===== src/rtl/s2c_pkt_responder.sv =====
// s2c protocol responder: receives one request packet word-serially, executes the
// addressed function, then returns a same-layout response before accepting more.
module s2c_pkt_responder #(
  parameter int DATA_SIZE = 16,
  parameter int NUM_ID    = 8,
  parameter int W         = 32
) (
  input  logic              clk,
  input  logic              rst_n,
  input  logic              in_valid,
  output logic              in_ready,
  input  logic [W-1:0]      in_data,
  input  logic              in_last,
  output logic              out_valid,
  input  logic              out_ready,
  output logic [W-1:0]      out_data,
  output logic              out_last,
  output logic              busy,
  output logic [NUM_ID-1:0] active_ids,
  output logic [15:0]       pkt_cnt
);

  localparam int PKT_WORDS = DATA_SIZE + 3;
  localparam int IW        = $clog2(PKT_WORDS);
  localparam int IDW       = (NUM_ID > 1) ? $clog2(NUM_ID) : 1;
  localparam logic [IW-1:0] LAST = IW'(PKT_WORDS - 1);

  localparam logic [1:0] RX    = 2'd0;
  localparam logic [1:0] DRAIN = 2'd1;
  localparam logic [1:0] EXEC  = 2'd2;
  localparam logic [1:0] TX    = 2'd3;

  logic [1:0]    state, state_nx;
  logic [IW-1:0] idx;
  logic [W-1:0]  id_q, fn_q, ret_q;
  logic [W-1:0]  data_q [DATA_SIZE];
  logic          len_err;

  logic [W-1:0]  sum, ret_nx;
  logic          zero_data, set_id, clr_id;
  logic          accept, tx_hs;
  logic [IDW-1:0] id_sel;

  assign accept    = in_valid && in_ready;
  assign out_valid = (state == TX);
  assign tx_hs     = out_valid && out_ready;
  assign out_last  = (state == TX) && (idx == LAST);
  assign busy      = !((state == RX) && (idx == '0));
  assign id_sel    = id_q[IDW-1:0];

  always_comb begin
    state_nx = state;
    case (state)
      RX: if (accept) begin
        if (idx == LAST) state_nx = in_last ? EXEC : DRAIN;
        else if (in_last) state_nx = EXEC;
      end
      DRAIN:   if (accept && in_last) state_nx = EXEC;
      EXEC:    state_nx = TX;
      default: if (tx_hs && (idx == LAST)) state_nx = RX;
    endcase
  end

  always_comb begin
    sum = '0;
    for (int unsigned i = 0; i < DATA_SIZE; i++) sum = sum + data_q[i];
  end

  // Check order matters: length error dominates, then id range, then setup state.
  always_comb begin
    ret_nx    = '0;
    zero_data = 1'b0;
    set_id    = 1'b0;
    clr_id    = 1'b0;
    if (len_err) begin
      ret_nx = W'(4);
    end else if (id_q >= W'(NUM_ID)) begin
      ret_nx    = W'(3);
      zero_data = 1'b1;
    end else if (fn_q == W'(0)) begin
      set_id = 1'b1;
    end else if (fn_q == W'(3)) begin
      clr_id = 1'b1;
    end else if (((fn_q == W'(1)) || (fn_q == W'(2))) && !active_ids[id_sel]) begin
      ret_nx    = W'(1);
      zero_data = 1'b1;
    end else if (fn_q == W'(1)) begin
      ret_nx = '0;
    end else if (fn_q == W'(2)) begin
      ret_nx    = sum;
      zero_data = 1'b1;
    end else begin
      ret_nx    = W'(2);
      zero_data = 1'b1;
    end
  end

  always_comb begin
    out_data = '0;
    if (state == TX) begin
      if (idx == IW'(0))      out_data = id_q;
      else if (idx == IW'(1)) out_data = fn_q;
      else if (idx == IW'(2)) out_data = ret_q;
      else
        for (int unsigned i = 0; i < DATA_SIZE; i++)
          if (idx == IW'(i + 3)) out_data = data_q[i];
    end
  end

  always_ff @(posedge clk) begin
    if (!rst_n) begin
      state      <= RX;
      idx        <= '0;
      in_ready   <= 1'b0;
      id_q       <= '0;
      fn_q       <= '0;
      ret_q      <= '0;
      len_err    <= 1'b0;
      active_ids <= '0;
      pkt_cnt    <= '0;
      for (int unsigned i = 0; i < DATA_SIZE; i++) data_q[i] <= '0;
    end else begin
      state    <= state_nx;
      in_ready <= (state_nx == RX) || (state_nx == DRAIN);
      case (state)
        RX: if (accept) begin
          // Word 0 clears the buffer so a short packet returns zeros for missing data.
          if (idx == IW'(0)) id_q <= in_data;
          if (idx == IW'(1)) fn_q <= in_data;
          else if (idx == IW'(0)) fn_q <= '0;
          for (int unsigned i = 0; i < DATA_SIZE; i++) begin
            if (idx == IW'(0)) data_q[i] <= '0;
            else if (idx == IW'(i + 3)) data_q[i] <= in_data;
          end
          len_err <= (idx == LAST) ? !in_last : in_last;
          idx     <= (state_nx == RX) ? idx + 1'b1 : '0;
        end
        DRAIN: idx <= '0;
        EXEC: begin
          ret_q <= ret_nx;
          if (zero_data)
            for (int unsigned i = 0; i < DATA_SIZE; i++) data_q[i] <= '0;
          if (set_id) active_ids[id_sel] <= 1'b1;
          if (clr_id) active_ids[id_sel] <= 1'b0;
          idx <= '0;
        end
        default: if (tx_hs) begin
          if (idx == LAST) begin
            idx     <= '0;
            pkt_cnt <= pkt_cnt + 16'd1;
          end else begin
            idx <= idx + 1'b1;
          end
        end
      endcase
    end
  end

endmodule


===== config.mk =====
export PLATFORM = sky130hd
export DESIGN_NAME = s2c_pkt_responder
export DESIGN_NICKNAME = d
export VERILOG_FILES = /design/src/rtl/s2c_pkt_responder.sv
export SDC_FILE = /design/constraint.sdc
export NUM_CORES = 2
export LEC_CHECK = 0
export CAP_MARGIN = 20
export CELL_PAD_IN_SITES_DETAIL_PLACEMENT = 1
export CELL_PAD_IN_SITES_GLOBAL_PLACEMENT = 1
export CORE_MARGIN = 4
export CORE_UTILIZATION = 51
export CTS_BUF_LIST = sky130_fd_sc_hd__clkbuf_8
export DETAILED_ROUTE_END_ITERATION = 6
export PLACE_DENSITY_LB_ADDON = 0.12
export SYNTH_ARGS = -nofsm -noshare
export SYNTH_HDL_FRONTEND = slang
export SYNTH_SLANG_ARGS = --single-unit

===== constraint.sdc =====
create_clock -name clk -period 8.5 [get_ports clk]
set_clock_uncertainty 0.05 [all_clocks]
set_input_delay 1.275 -clock clk [delete_from_list [all_inputs] [get_ports clk]]
set_output_delay 1.275 -clock clk [all_outputs]
set_load 0.02 [all_outputs]

## After elaboration in Yosys (flattened, before gate mapping)

Memory sizes are Yosys's and may differ from the RTL's.
Index checks and enable logic that the tools add are counted.

| operators by class | value |
|---|---|
| equality and inequality tests | 26 |
| multiplexer cells | 217 |
| reductions and logical operators | 26 |
| bitwise gates (word level) | 52 |
| magnitude comparators | 3 |
| add/sub/neg operators | 17 |

Operator list:

| cell | number |
|---|---|
| 2-to-1 mux 32 bit | 77 |
| adder 32 bit | 15 |
| 2-to-1 mux 1 bit | 122 |
| equality test 32 x 2 -> 1 bit, second input constant | 2 |
| OR 1 bit | 48 |
| equality test 5 x 4 -> 1 bit, second input constant | 8 |
| equality test 32 x 1 -> 1 bit, second input constant | 1 |
| greater-or-equal comparator 32 x 4 -> 1 bit, second input constant | 1 |
| logical NOT 32 bit | 1 |
| 2-to-1 mux 8 bit | 4 |
| equality test 5 x 3 -> 1 bit, second input constant | 4 |
| 2-to-1 mux 5 bit | 4 |
| adder 16 x 1 -> 16 bit, second input constant | 1 |
| equality test 5 bit, second input constant | 3 |
| 2-to-1 mux 2 bit | 6 |
| equality test 5 x 2 -> 1 bit, second input constant | 2 |
| case mux 5 bit (2 select lines) | 1 |
| AND reduction 3 bit | 3 |
| bitwise AND 8 bit | 1 |
| logical AND 1 bit | 8 |
| NOT 8 bit | 1 |
| OR 8 bit | 1 |
| case mux 2 bit (3 select lines) | 1 |
| adder 5 x 1 -> 5 bit, second input constant | 1 |
| 18 further kinds | 25 |

| storage, ports and cells | value |
|---|---|
| memories | 1 |
| memory bits (writable) | 512 |
| output and inout port bits | 60 |
| register bits | 129 |

Memories:

| memory | depth | width | read ports | clocked after Yosys merged registers in | write ports | RTL line | text |
|---|---|---|---|---|---|---|---|
| data_q | 16 | 32 | 16 | 0 | 16 | 36 | `logic [W-1:0] data_q [DATA_SIZE];` |

## Depth between registers and ports, before layout

| depth | value |
|---|---|
| depth in word-level cells | 22 |
| gate-level depth with buffers | 23 |

## Worst setup path after synthesis

No wires, ideal clock.

| timing | value |
|---|---|
| path type | register to register |
| start | mem data_q[5][2] (netlist: data_q[0][162]) |
| end | reg ret_q[30] |
| setup slack | 2444 ps |
| stages on the path, launching flop included | 22 |
| clock period less this slack | 6056 ps |
| buffers on the path | 0 |
| arrival | 5885 ps |
| data required time | 8329 ps |
| cells stage by stage | edfxtp_1 -> inv_1 -> fa_1 -> fa_1 -> inv_1 -> fa_1 -> fa_1 -> inv_1 -> fa_1 -> fa_1 -> inv_1 -> ha_1 -> fa_1 -> a211oi_2 -> o21a_1 -> o21ai_1 -> a41o_1 -> a2111oi_4 -> nor3_1 -> o31ai_2 -> nor3b_1 -> o31ai_1 |

RTL lines:

| item | RTL line | text |
|---|---|---|
| from (decl) | 36 |  |
| to (signal assigned) | 140 | `ret_q <= ret_nx;` |
| to (decl) | 35 | `logic [W-1:0] id_q, fn_q, ret_q;` |

## Final worst setup path

| timing | value |
|---|---|
| start | reg idx[0] |
| end | out out_data[17] |

| on the way | value |
|---|---|
| word-level cells in the longest chain between the ends | 21 |

Ends and longest elaborated chain:

| item | RTL line | text |
|---|---|---|
| from (decl) | 34 | `logic [IW-1:0] idx;` |
| from (signal assigned) | 136 | `idx <= (state_nx == RX) ? idx + 1'b1 : '0;` |
| from (signal assigned) | 152 | `idx <= idx + 1'b1;` |
| equality test 5 x 2 -> 1 bit | 106 | `if (idx == IW'(i + 3)) out_data = data_q[i];` |
| 2-to-1 mux 32 bit (16 in a row) | 106 |  |
| 2-to-1 mux 32 bit | 103 | `else if (idx == IW'(2)) out_data = ret_q;` |
| 2-to-1 mux 32 bit | 102 | `else if (idx == IW'(1)) out_data = fn_q;` |
| 2-to-1 mux 32 bit (*) | 101 | `if (idx == IW'(0)) out_data = id_q;` |
| 2-to-1 mux 32 bit (*) | 100 | `if (state == TX) begin` |
| to (decl) | 16 | `output logic [W-1:0] out_data,` |

Mark *: on every way between the ends. The rest lies on a longest branch, timed or not.

==> summary.txt <==
Floorplanning
  – Die area: 0.0855 mm^2
  – Core footprint: 0.0803 mm^2
  – Die H: 292 um
  – Initial Util: 0.514
  – Io pins: 97
  – Placement row count: 104
  – Die Wd: 292 um

Critical path
  – Most used cell, CP: a21oi_1
  – Nature of the critical path endpoint: output pin
  – CP arrival: 6.19 ns
  – Critical path fanouts, max: 22
  – Critical Path Start Type: flip-flop
  – CP Buf/Inv Count: 2
  – CP Class: flip-flop to output pin
  – Critical path's top delay family: compound AO/OA/AOI/OAI gates
  – Critical path cell sequence: ha_1, buf_4, nor3_1, nor2_4, a221oi_1, o311ai_0, o211ai_1, a21oi_1, o21ai_0, a21oi_1, clkdlybuf4s50_1
  – CP max stage delay: 0.85 ns
  – Critical path's slowest cell: nor2_4
  – CP required: 7.17 ns

Placed design
  – Post-DP HPWL: 121000 um
  – Cells after DPL: 5228
  – # port buffers: 96
  – Placed inst area: 0.0432 mm^2
  – Routability Congestion: 0.956

Clock tree
  – CTS Buffer Depth: 3
  – Sink Count: 641
  – CTS Root Cell: clkbuf_8
  – H-tree lvl count: 3
  – Post-CTS setup buffers: 0
  – Clk Latency, worst-skew pair: 0.80 ns
  – Post-CTS sizing: 0
  – Hold buffers post-CTS: 0
  – CTS tree: done
  – Clk slew on worst S/H paths: 0.06 ns
  – Cts bufs inserted: 116

Timing
  – Max-slew violations: 0
  – Period minus WS final: 7.51 ns
  – Setup TNS Final: 0 ns
  – Worst Tran Pin Value: 1.19 ns
  – Hold Fails Final Rpt: 0
  – Fmax: 0.133 GHz
  – Final period utilization: 0.884
  – Worst hold margin: 0.430 ns
  – RSZ-0062 raised after global routing: false
  – Final setup viols: 0
  – Slew HR: 0.202

Finish
  – Area delta synth->final: 10.3%
  – FILL cells: 8941
  – Share of layout cells above drive strength 1: 0.0729
  – Fin area: 0.0455 mm^2
  – Fin nets: 4796
  – Fin cells: 5451

Yosys
  – Cell count after synthesis: 4302
  – Seq/Total Area, Yosys: 0.373
  – Synth warn: 0
  – Netlist cell types: 88
  – #FFs+latches synth: 641
  – Synth top cells by count: inv_1 (688), nor2_1 (453), fa_1 (423)
  – Ys async rst share: 0
  – Yosys top cell area share: 0.205
  – Post-Synth XOR/XNOR Area: 0.0136
  – EDFF count, synth: 256
  – Main synth FF type: dfxtp_1
  – Syn nets: 4809
  – Combinational family with the most area after synthesis: adder cells
  – Multiplexer share of the synthesized area: 0.000758
  – Synth Cell Area: 0.0412 mm^2
  – Post-Synth Simple-Gate Area: 0.131
  – Synth Area in Adders: 0.220
  – Synth Area in Compound Gates: 0.167
  – Yosys top cell by area: fa_1
  – Count leader, synth: inv_1
  – Mean Syn Cell Area: 9.59 um^2
  – Main area contributors after synthesis: fa_1 (21%), dfxtp_1 (19%), edfxtp_1 (19%), inv_1 (6.3%), a22oi_1 (4.9%)

Flow run
  – Max-cap viol count: 0

Global routing
  – Total grt overflow: 0
  – First-pass GRT wire length: 253000 um
  – Largest net degree at the start of global routing: 73
  – Antenna violations before repair: 7
  – Tot GR Track Use: 0.405
  – Vias in the first global route: 37.7k

Routing
  – Post-DR wirelength/cell: 32.1 um
  – Vias per inst: 6.49
  – Initial DRC count: 3902
  – Residual DRC: 2
  – DRT Wirelength: 175000 um
  – Post-route ant nets: 0
  – Detailed Routing Iterations Pass 1: 7
  – Via count: 35.4k

Run status
  – Violated checks: DRC
  – Outcome: finished with violations

Min path
  – Hold WC Path Type: flip-flop to flip-flop
[kinds of logic after synthesis]
logic type / count (synthesis)
xor gates and xnor gates: 64
muxes: 3
buffers and inverters: 1006
and+or+nand+nor: 1130
DFF: 641
adders and majority gates: 470
AOI/OAI and AO/OA: 988
[area by class of cell]
| cell class | count | area [um^2] | area share |
|---|---|---|---|
| clock buffers | 138 | 1900 | 0.0417 |
| clock inverters | 78 | 382 | 0.00839 |
| diodes | 4 | 10.0 | 0.000220 |
| repair buffers | 186 | 1700 | 0.0374 |
| multi-input cells | 2655 | 22200 | 0.488 |
| well taps | 1060 | 1330 | 0.0291 |
| inverters | 689 | 2590 | 0.0568 |
| flip-flops and latches | 641 | 15400 | 0.338 |
[registers in the layout, summed over array words and instances (netlist names)]
register	flops
data_q	512
fn_q	32
id_q	32
ret_q	32
pkt_cnt	16
active_ids	8
idx	5
state	2
in_ready	1
len_err	1
[worst min-delay path, stage by stage, from the launching register on]
cell,delay (ns)
dfxtp_1,0.31
nand3_1,0.06
a21oi_1,0.06
[routing by layer]
| layer | wire [um] | GRT usage | vias to the layer above |
|---|---|---|---|
| li1 | - | - | 14421 |
| met4 | 18300 | 0.337 | 2 |
| met2 | 79900 | 0.641 | 2202 |
| met5 | 12 | 0 | - |
| met1 | 59800 | 0.474 | 18014 |
| met3 | 16800 | 0.0888 | 753 |
[layout by cell type, fill, tap and decap left out, drive strengths merged, types with 79 or more instances in the layout]
| cell type | Yosys | layout |
|---|---|---|
| inv | 688 | 741 |
| nor2 | 456 | 456 |
| fa | 423 | 423 |
| dfxtp | 385 | 385 |
| a22oi | 271 | 271 |
| and2 | 265 | 265 |
| edfxtp | 256 | 256 |
| nand2 | 199 | 199 |
| a21oi | 198 | 198 |
| clkbuf | 230 | 139 |
| o21ai | 121 | 121 |
| clkdlybuf4s50 | 0 | 96 |
| buf | 87 | 89 |
| nand3 | 79 | 79 |
[metrics by stage]
step | util | setup WS [ns]
after floorplan | - | 2.44
after global placement | 0.537 | 2.04
after detailed placement | 0.537 | 1.84
after CTS | 0.566 | 1.51
after global routing | 0.567 | 1.12
final | 0.567 | 0.986
[worst paths after layout]
| check | depth (start not counted) | from | slack (ns) | endpoint |
|---|---|---|---|---|
| worst max register to register | 21 | data_q[0][162] | 1.73 | ret_q[30] |
| worst min register to register | 2 | data_q[1][146] | 0.43 | data_q[1][146] |
| worst min-delay path | 2 | data_q[1][146] | 0.43 | data_q[1][146] |
| worst max-delay path | 11 | idx[0] | 0.99 | out_data[17] |
Power is left out: the tool's default activity adds up to more than one toggle a clock period on the data nets, which glitch-free logic cannot reach.
